<file path="src/rtl/core_npc_pkg.sv">
// Shared fetch-pipeline types: NPC state encoding, redirect bundle, reset vector default.
package core_npc_pkg;

    typedef enum logic [1:0] {
        BOOT = 2'd0,
        RUN  = 2'd1,
        IDLE = 2'd2
    } npc_state_e;

    typedef struct packed {
        logic        valid;
        logic [31:0] target;
    } redirect_t;

    localparam logic [31:0] RESET_VADDR_DEF = 32'h1c00_0000;

endpackage

</file>
<file path="src/rtl/core_npc_seq.sv">
// Sequential next-packet address and per-slot valid mask for a fetch PC; purely combinational.
// Shared with the branch predictor so both agree on packet alignment.
module core_npc_seq #(
    parameter int unsigned FETCH_WIDTH = 2
) (
    input  logic [31:0]            pc,
    output logic [31:0]            seq,
    output logic [FETCH_WIDTH-1:0] mask
);

    localparam logic [31:0] PB_W  = 32'(4 * FETCH_WIDTH);
    localparam logic [31:0] ALIGN = ~(PB_W - 32'd1);
    localparam logic [31:0] SLOTM = 32'(FETCH_WIDTH - 1);

    logic [31:0] slot;

    // Realigning before the add also repairs misaligned redirect targets; wraps at 2^32.
    assign seq  = (pc & ALIGN) + PB_W;
    assign slot = (pc >> 2) & SLOTM;

    always_comb begin
        mask = '0;
        for (int k = 0; k < FETCH_WIDTH; k++) begin
            mask[k] = (32'(k) >= slot);
        end
    end

endmodule

</file>
<file path="src/rtl/core_npc.sv">
// Fetch-PC generator: one packet address per cycle, redirects override sequential advance,
// npc_o exposes the pc register D input. Optional low-power IDLE state under CORE_NPC_IDLE_EN.
module core_npc
    import core_npc_pkg::*;
#(
    parameter logic [31:0] RESET_VADDR = RESET_VADDR_DEF,
    parameter int unsigned FETCH_WIDTH = 2
) (
    input  logic                   clk,
    input  logic                   rst,
    output logic [31:0]            pc_o,
    output logic                   valid_o,
    output logic [FETCH_WIDTH-1:0] mask_o,
    output logic [31:0]            npc_o,
    input  logic                   ready_i,
    input  logic                   f_stall_i,
    input  logic                   excp_redirect_i,
    input  logic [31:0]            excp_target_i,
    input  logic                   br_redirect_i,
    input  logic [31:0]            br_target_i
`ifdef CORE_NPC_IDLE_EN
    ,
    input  logic                   idle_i,
    input  logic                   wake_i
`endif
);

    npc_state_e  state, state_d;
    logic [31:0] pc, pc_d, seq;
    logic        fire;
    redirect_t   excp, br;

    assign excp = '{valid: excp_redirect_i, target: excp_target_i};
    assign br   = '{valid: br_redirect_i,   target: br_target_i};

    core_npc_seq #(.FETCH_WIDTH(FETCH_WIDTH)) u_seq (
        .pc   (pc),
        .seq  (seq),
        .mask (mask_o)
    );

    always_ff @(posedge clk or posedge rst) begin
        if (rst) begin
            state <= BOOT;
            pc    <= RESET_VADDR;
        end else begin
            state <= state_d;
            pc    <= pc_d;
        end
    end

    always_comb begin
        state_d = state;
        case (state)
            BOOT: state_d = RUN;
`ifdef CORE_NPC_IDLE_EN
            RUN:  if (idle_i && !excp.valid && !br.valid) state_d = IDLE;
            IDLE: if (wake_i || excp.valid || br.valid) state_d = RUN;
`endif
            default: state_d = state;
        endcase
    end

    assign valid_o = (state == RUN);
    assign fire    = valid_o & ready_i & ~f_stall_i;

    // Reset is folded in so npc_o matches what the register will actually hold.
    always_comb begin
        pc_d = pc;
        if (rst)             pc_d = RESET_VADDR;
        else if (excp.valid) pc_d = excp.target;
        else if (br.valid)   pc_d = br.target;
        else if (fire)       pc_d = seq;
    end

    assign pc_o  = pc;
    assign npc_o = pc_d;

endmodule

</file>
<file path="config.mk">
export PLATFORM = sky130hd
export DESIGN_NAME = core_npc
export DESIGN_NICKNAME = d
export VERILOG_FILES = /design/src/rtl/core_npc_pkg.sv /design/src/rtl/core_npc_seq.sv /design/src/rtl/core_npc.sv
export SDC_FILE = /design/constraint.sdc
export NUM_CORES = 1
export LEC_CHECK = 0
export CAP_MARGIN = 20
export CORE_MARGIN = 8
export CORE_UTILIZATION = 37
export DETAILED_ROUTE_END_ITERATION = 6
export PLACE_DENSITY_LB_ADDON = 0.1
export SYNTH_ARGS = -nofsm -noshare
export SYNTH_HDL_FRONTEND = slang
export SYNTH_SLANG_ARGS = --single-unit
</file>
<file path="constraint.sdc">
create_clock -name clk -period 2.5 [get_ports clk]
set_input_delay 0.5 -clock clk [delete_from_list [all_inputs] [get_ports clk]]
set_output_delay 0.5 -clock clk [all_outputs]
set_load 0.05 [all_outputs]
</file>
# == Word level (Yosys, flattened, before mapping) ==
# Cells that the tools add are included.
# word_totals
regBits,33
latch_bits,0
ram_bits,0
rom_bits,0
in_bits,70
output_inout_bits,67
word_cells,13
memories,0
# op_classes
addsub,1
mul,0
n_div,0
n_lt_le_gt_ge,2
n_eq_ne,0
shifts,0
n_mux,4
n_bitwise,3
n_reduce_logical,1
# ops
operator,n
2-to-1 mux 32 bit,4
adder 32 x 4 -> 32 bit (second input constant),1
bitwise AND 1 bit,2
>= comparator 1 bit (first input constant),2
zero test 2 bit,1
inverter 1 bit,1

# == Depth between registers and ports, before layout ==
# Gate-level depths: netlist (run 1).
# logic_depth
ltp_word,6
ltp_mapped,7
mapped_depth_nobuf,6

# == Hierarchy ==
# A second synthesis (run 1) with hierarchy kept.
# unflattened
cells_unflattened,217
area_unflattened_um2,2388.5
# by_module_without_submodules
mod,n_inst,cells_per_inst,area_each_um2
core_npc,1,127,1773.0
core_npc_seq,1,90,615.6

# == Worst setup path after synthesis (run 1) ==
# No wires, ideal clock.
# synth_timing
path_kind,reg-to-output
from,register pc[3] (netlist: pc_o[3])
to,output port npc_o[25]
t_arrival_ps,3015
required_time_ps,2000
setup_slack_ps,-1015
stages_incl_launch_ff,7
path_cell_list,dfrtp_1 > ha_1 > nand3_1 > nor4_4 > nand3_1 > xor2_1 > a211oi_1
# synth_between
elab_chain_len,5
# synth_rtl
item,line_no,rtl
"start, declared",core_npc.sv:29,"logic [31:0] pc, pc_d, seq;"
"start signal, assigned",core_npc.sv:48,pc <= pc_d;
adder 32 x 4 -> 32 bit,core_npc_seq.sv:18,assign seq = (pc & ALIGN) + PB_W;
2-to-1 mux 32 bit,core_npc.sv:73,else if (fire) pc_d = seq;
2-to-1 mux 32 bit,core_npc.sv:72,else if (br.valid) pc_d = br.target;
2-to-1 mux 32 bit,core_npc.sv:71,else if (excp.valid) pc_d = excp.target;
2-to-1 mux 32 bit,core_npc.sv:70,if (rst) pc_d = RESET_VADDR;
"end, declared",core_npc.sv:14,"output logic [31:0] npc_o,"
# Every way passes these cells.

# == Worst setup path after layout (run 1) ==
# layout_timing
from,register pc[9] (netlist: pc_o[9])
to,output port npc_o[19]
# Same word-level chain as after synthesis.

==> summary.txt, run 1 <==
drt drc: 0
Hold WS: 0.246 ns
Final Skew: 0.00677 ns
GP Congestion: 0.864
DRT antenna net count: 0
Initial DRC Count: 216
Avg Synthesized Cell Area: 8.98 um2
Final nets: 508
Req. time, crit path: 2.00 ns
unrepaired setup endpoints after global routing: yes
clk slew on worst S/H paths: 0.08 ns
Pre-antenna DRT Iters: 5
Primary FF master, synth: dfrtp_1
area leader, netlist: dfrtp_1
Via density: 5.93
Final Cell Area: 5000 um2
FP Rows: 27
Comb pwr share: 0.474
Syn Std Cell Area: 2120 um2
total CTS buffers: 5
crit path cell chain: nand4_4 > nor4_4 > buf_6 > nand4_1 > xor2_2 > a211oi_4 > buf_12
max_cap viols: 0
GR Overflow Total: 0
total track usage: 0.237
Slew headroom: 0.642
met3 usage: 0.0628
Setup WS pre-CTS: -0.405 ns
wire length of the first global-routing pass: 15800 um
latest clock arrival within the worst-skew pair: 0.30 ns
WL per Instance: 23.8 um
pwr/cell area: 412 nW/um2
Lkg Pwr: 0.00205 uW
worst-path fanout max: 4
I/O Buffers: 135
RR Startpoint: pc_o[9]$_DFF_PP0_
grt met1 use: 0.278
Tightest Pin Transition: 0.535 ns
Crit-path slowest cell: dfrtp_2
chip width: 91.7 um
diode count: 0
post-synthesis sequential area ratio: 0.391
CTS tree: done
CTS sink cnt: 33
post-route setup slack: -0.324 ns
Max Clock Freq: 0.354 GHz
synth unique cells: 42
vias in the first global route: 2994
DR vias: 3022
outcome: complete, but fails checks
WS Path Type: flop to output pin
die area: 8410 um2
Clk pwr share: 0.216
core area: 5510 um2
total number of H-tree levels: 2
Die Height: 91.7 um
most frequent cells after synthesis: dfrtp_1 (30), nand2_1 (19), xor2_1 (18)
final setup fails: 25
Seq pwr share: 0.310
I/O Pins: 137
count leader, synth: dfrtp_1
antenna violations before repair: 0
Internal: 1240 uW
Cells after Synth: 236
CP peak stage delay: 0.43 ns
reg2reg setup slack: 0.43 ns
synthesis-stage register bit count: 33
clk root buf: clkbuf_8
FFs w/ async S/R, synth: 1.00
DP Area: 4320 um2
crit-path leading delay family: simple AND/OR/NAND/NOR gates
clk buf depth: 2
Post-synth EDFFs: 0
CP Launch Type: flop
Initial Util: 0.385
synth top area cells: dfrtp_1 (35%), xor2_1 (7.4%), a21oi_1 (4.0%)
Worst VDD drop: 0.309 mV
Worst Reg-to-Reg Cells: 7
post-cts hold buffer count: 0
failing checks: setup timing
Worst setup EP type: output pin
share of the synthesized area in the top cell type: 0.354
largest net degree at the start of global routing: 21
final max-slew violation count: 0
final hold violation count: 0
Worst Hold Class: input pin to asynchronous set/reset pin
min Tclk post-route: 2.82 ns
Reg-to-Reg End: pc_o[19]$_DFF_PP0_
met2 Resource Use GR: 0.406
crit path DAT: 2.32 ns
yosys warns: 0
NetSw: 820 uW
drt total wl: 12200 um
layout cells sized above 1: 0.486
final worst-path cycle share: 1.13
final setup TNS: -4.01 ns
switch share: 0.397
Buffers & Inverters on Critical Path: 2
GRT Max-Usage Layer: met2
DPL Wire Length: 7330 um
synth-to-layout area growth: 136%
-- registers in the layout, indices dropped and copies added (netlist names) --
signal / cells
pc_o: 32
state: 1
-- per-stage QoR --
step                cells  total power (uW)  utilization
CTS                   487              1980        0.848
finish                510              2060        0.909
global placement      461              1510        0.784
detailed placement    461              1520        0.784
floorplan             237              1090            -
global route          510              2120        0.909
-- kinds of logic after synthesis --
kind of cell               after synthesis  share of synthesized area
AOI/OAI and AO/OA                       69                      0.206
other                                    1                    0.00177
and+or+nand+nor                         80                      0.230
adders and majority gates                1                    0.00590
muxes                                    4                     0.0189
buffers and inverters                   23                     0.0431
DFF                                     33                      0.391
xor gates and xnor gates                25                      0.103
-- layout by cell type, fill, tap and decap left out, drive strengths merged, types with 2 or more instances in the layout --
master / synthesis / final
a211oi: 9 / 9
a21oi: 17 / 17
a221oi: 3 / 3
a222oi: 2 / 2
a22oi: 6 / 6
and3: 9 / 9
and4: 6 / 6
buf: 4 / 106
clkbuf: 11 / 10
clkdlybuf4s50: 0 / 98
conb: 1 / 2
dfrtp: 30 / 30
dfstp: 3 / 3
dlygate4sd2: 0 / 2
inv: 8 / 7
mux2i: 4 / 4
nand2: 19 / 19
nand3: 13 / 13
nand3b: 3 / 3
nand4: 8 / 8
nor2: 11 / 11
nor3: 3 / 3
nor4: 2 / 2
o21ai: 15 / 15
o22ai: 13 / 13
or2: 2 / 2
xnor2: 7 / 7
xor2: 18 / 18
-- routing by layer --
layer  wire length (um)  vias to the layer above
met5                  0                        -
met4                493                        0
met3               1090                       47
met2               6040                      218
met1               4530                     1496
li1                   -                     1261
-- area by class of cell --
class | instances | area, um2
timing repair buffer | 208 | 2260
multi-input combinational | 181 | 1680
sequential | 33 | 853
fill | 211 | 503
clock buffer | 8 | 90.1
tap | 72 | 90.1
inverter | 8 | 33.8
-- worst max-delay path by stage --
stage	startpoint	endpoint	slack [ns]	cells after the start
CTS	pc_o[3]$_DFF_PP0_	npc_o[19]	-0.23	8
global route	pc_o[9]$_DFF_PP0_	npc_o[19]	-0.42	7
finish	pc_o[9]$_DFF_PP0_	npc_o[19]	-0.32	7
floorplan	pc_o[7]$_DFF_PP0_	npc_o[25]	-0.1	5
detailed placement	ready_i	npc_o[25]	-0.41	8
global placement	ready_i	npc_o[19]	-0.37	8
-- power groups by stage --
| stage | sequential, uW | clock [uW] | combinational, uW |
|---|---|---|---|
| global route | 644 | 461 | 1010 |
| CTS | 632 | 435 | 914 |
| detailed placement | 639 | 0 | 886 |
| finish | 640 | 446 | 978 |
| global placement | 636 | 0 | 877 |
| floorplan | 760 | 0 | 326 |
-- worst reg2reg max path, stage by stage, from the launching register on --
cell and delay [ns]:
dfrtp_2 0.43, nand4_4 0.18, nor4_4 0.34, buf_6 0.17, nand4_1 0.17, xor2_2 0.24
a211oi_4 0.33, buf_4 0.16
-- what timing repair did --
| item | CTS | global route |
|---|---|---|
| gates resized for setup | 36 | 37 |
| buffers inserted | 17 | 24 |
| cloned | 1 | 0 |
| setup endpoints to repair | 31 | 27 |
| pin swaps | 20 | 32 |
Note: power is estimated with default switching activity, not from simulation.
==> run 2, diff against run 1 <==
- CELL_PAD_IN_SITES_DETAIL_PLACEMENT: unset -> 2
- CELL_PAD_IN_SITES_GLOBAL_PLACEMENT: unset -> 2
- CORE_UTILIZATION: 37 -> 17
- clock period: 2.5 -> 2.57 ns (I/O delays scaled with it)
==> run 2 against run 1 <==
Effect of this change:
- the run still ends with setup timing left
- die area is 94% higher
- flip-flop and latch count stayed put
- routed wire length is 7.4% higher
- sequential power is 3.8% lower
- core utilization is 47 points lower
- combinational power is 2.1% lower
- via count is 9.1% lower
- clock power is 63% higher
- clock skew is 0.0022 ns higher
- cell count is 20% higher
- register-to-register slack better by 0.07 ns
- largest cell class unchanged
==> summary.txt, run 2 (synthesized netlist as in run 1, its figures left out) <==
drt total wl: 13100 um (+7.4%)
Worst setup EP type: output pin
unrepaired setup endpoints after global routing: yes
clk buf depth: 2 (unchanged)
Initial DRC Count: 71 (-67%)
cell total after placement: 565 (+23%)
latest clock arrival within the worst-skew pair: 0.28 ns (-0.02 ns)
Worst Hold Class: input pin to asynchronous set/reset pin
GR Overflow Total: 0 (unchanged)
FP Rows: 40 (+48%)
fin util: 0.437 (-0.472)
FF+latch area: 853 um2 (unchanged)
I/O Buffers: 135 (unchanged)
GP Congestion: 0.747 (-14%)
post-cts hold buffer count: 0 (unchanged)
DR vias: 2747 (-9.1%)
crit path cell chain: nand3b_4 > buf_6 > nor4_4 > buf_6 > buf_12 > nand3_4 > xor2_4 > a211oi_4 > buf_12
most frequent cells in the layout: clkdlybuf4s50_1 (98), buf_4 (59), buf_12 (36)
die area: 16300 um2 (+94%)
pwr/cell area: 435 nW/um2 (+5.4%)
outcome: complete, but fails checks
DP Area: 4520 um2 (+4.8%)
crit path DAT: 2.25 ns (-0.07 ns)
Final Skew: 0.00895 ns (+0.00218 ns)
Final Cell Area: 5290 um2 (+5.8%)
failing checks: setup timing
synth-to-layout area growth: 150%
layout cells sized above 1: 0.484 (-0.00214)
diode count: 0 (unchanged)
Initial Util: 0.175 (-0.210)
CTS tree: done
wire length of the first global-routing pass: 19800 um (+25%)
Via density: 4.50 (-24%)
chip width: 128 um (+39%)
vias in the first global route: 3271 (+9.3%)
core area: 12100 um2 (+120%)
min Tclk post-route: 2.77 ns
total CTS buffers: 5 (unchanged)
Fillers: 1294 (+510%)
CP peak stage delay: 0.39 ns (-0.04 ns)
commonest non-fill, non-tap cell in the layout: clkdlybuf4s50_1
Slew headroom: 0.630 (-0.0119)
WL per Instance: 21.4 um (-10%)
DPL Wire Length: 9500 um (+30%)
max_cap viols: 0 (unchanged)
I/O Pins: 137 (unchanged)
DRT antenna net count: 0 (unchanged)
final worst-path cycle share: 1.08
CP Launch Type: flop
Lkg Pwr: 0.00218 uW (+6.0%)
drt drc: 0 (unchanged)
CTS sink cnt: 33 (unchanged)
Die Height: 128 um (+39%)
largest net degree at the start of global routing: 17 (-19%)
total track usage: 0.159 (-0.0777)
final max-slew violation count: 0 (unchanged)
Max Clock Freq: 0.361 GHz
Largest register FFs: 32 (unchanged)
Setup WS pre-CTS: -0.405 ns (+0.0000720 ns)
Req. time, crit path: 2.06 ns (+0.06 ns)
Worst VDD drop: 0.210 mV (-32%)
worst-path fanout max: 5 (+1)
Multi-input gate area: 1650 um2 (-1.3%)
WS Path Type: flop to output pin
Crit-path slowest cell: dfrtp_2
Tightest Pin Transition: 0.553 ns (+0.0178 ns)
clk root buf: clkbuf_16
final cell count without fillers: 610 (+20%)
final setup fails: 20 (-20%)
clk slew on worst S/H paths: 0.06 ns (-0.02 ns)
Final nets: 512 (+0.79%)
final hold violation count: 0 (unchanged)
Pre-antenna DRT Iters: 4 (-1)
antenna violations before repair: 1 (+1)
total number of H-tree levels: 2 (unchanged)
post-route setup slack: -0.197 ns (+0.127 ns)
[run 2: worst paths after layout]
kind | from | slack [ns] | end | cells past startpoint
worst max-delay path | state[0]$_DFFE_PP0N_ | -0.20 | npc_o[23] | 9
worst min-delay path | rst | 0.38 | pc_o[22]$_DFF_PP0_ | 2
worst max register to register | state[0]$_DFFE_PP0N_ | 0.50 | pc_o[28]$_DFF_PP1_ | 12
worst min register to register | pc_o[26]$_DFF_PP1_ | 0.67 | pc_o[26]$_DFF_PP1_ | 2
max in group asynchronous | rst | 1.67 | pc_o[26]$_DFF_PP1_ | 3
min in group clk | rst | 0.67 | pc_o[24]$_DFF_PP0_ | 2
[run 2: report_power, final]
group / switching (uW) / leakage (uW) / internal (uW) / total [uW]
clock: 242 / 0.0000841 / 485 / 727
sequential: 54.0 / 0.000396 / 562 / 616
combinational: 518 / 0.00170 / 440 / 957
total: 814 / 0.00218 / 1490 / 2300
[run 2: what timing repair did]
item / CTS / global route
pin swaps: 33 / 28
gates resized for setup: 51 / 29
setup endpoints to repair: 30 / 27
buffers inserted: 30 / 10
[run 2: critical path: cells and delay by family (launching register included)]
kind,cells,cell delay [ns]
DFF,1,0.39
xor gates and xnor gates,1,0.21
AOI/OAI and AO/OA,1,0.30
buffers and inverters,4,0.58
and+or+nand+nor,3,0.49
[run 2: layer usage]
metal  vias to the layer above  part of all wire  track usage
met5                         -           0.00092            0
met4                         2            0.0089       0.0350
met3                         9             0.067       0.0462
met2                        86              0.51        0.285
met1                      1374              0.42        0.183
li1                       1276                 -            -
[run 2: layout make-up]
type / count / share of cell area
inverter: 8 / 0.00638
clock inverter: 1 / 0.00567
timing repair buffer: 212 / 0.448
tap: 168 / 0.0397
sequential: 33 / 0.161
multi-input combinational: 181 / 0.312
clock buffer: 7 / 0.0269
[run 2: metrics by stage]
| step | hold WS [ns] | TNS [ns] | power (uW) |
|---|---|---|---|
| finish | 0.376 | -1.69 | 2300 |
| global route | 0.388 | -3.73 | 2400 |
| CTS | 0.384 | -2.57 | 2310 |
| detailed placement | 0.664 | -8.35 | 1530 |
| global placement | 0.661 | -7.77 | 1520 |
| floorplan | 0.464 | -0.210 | 1050 |
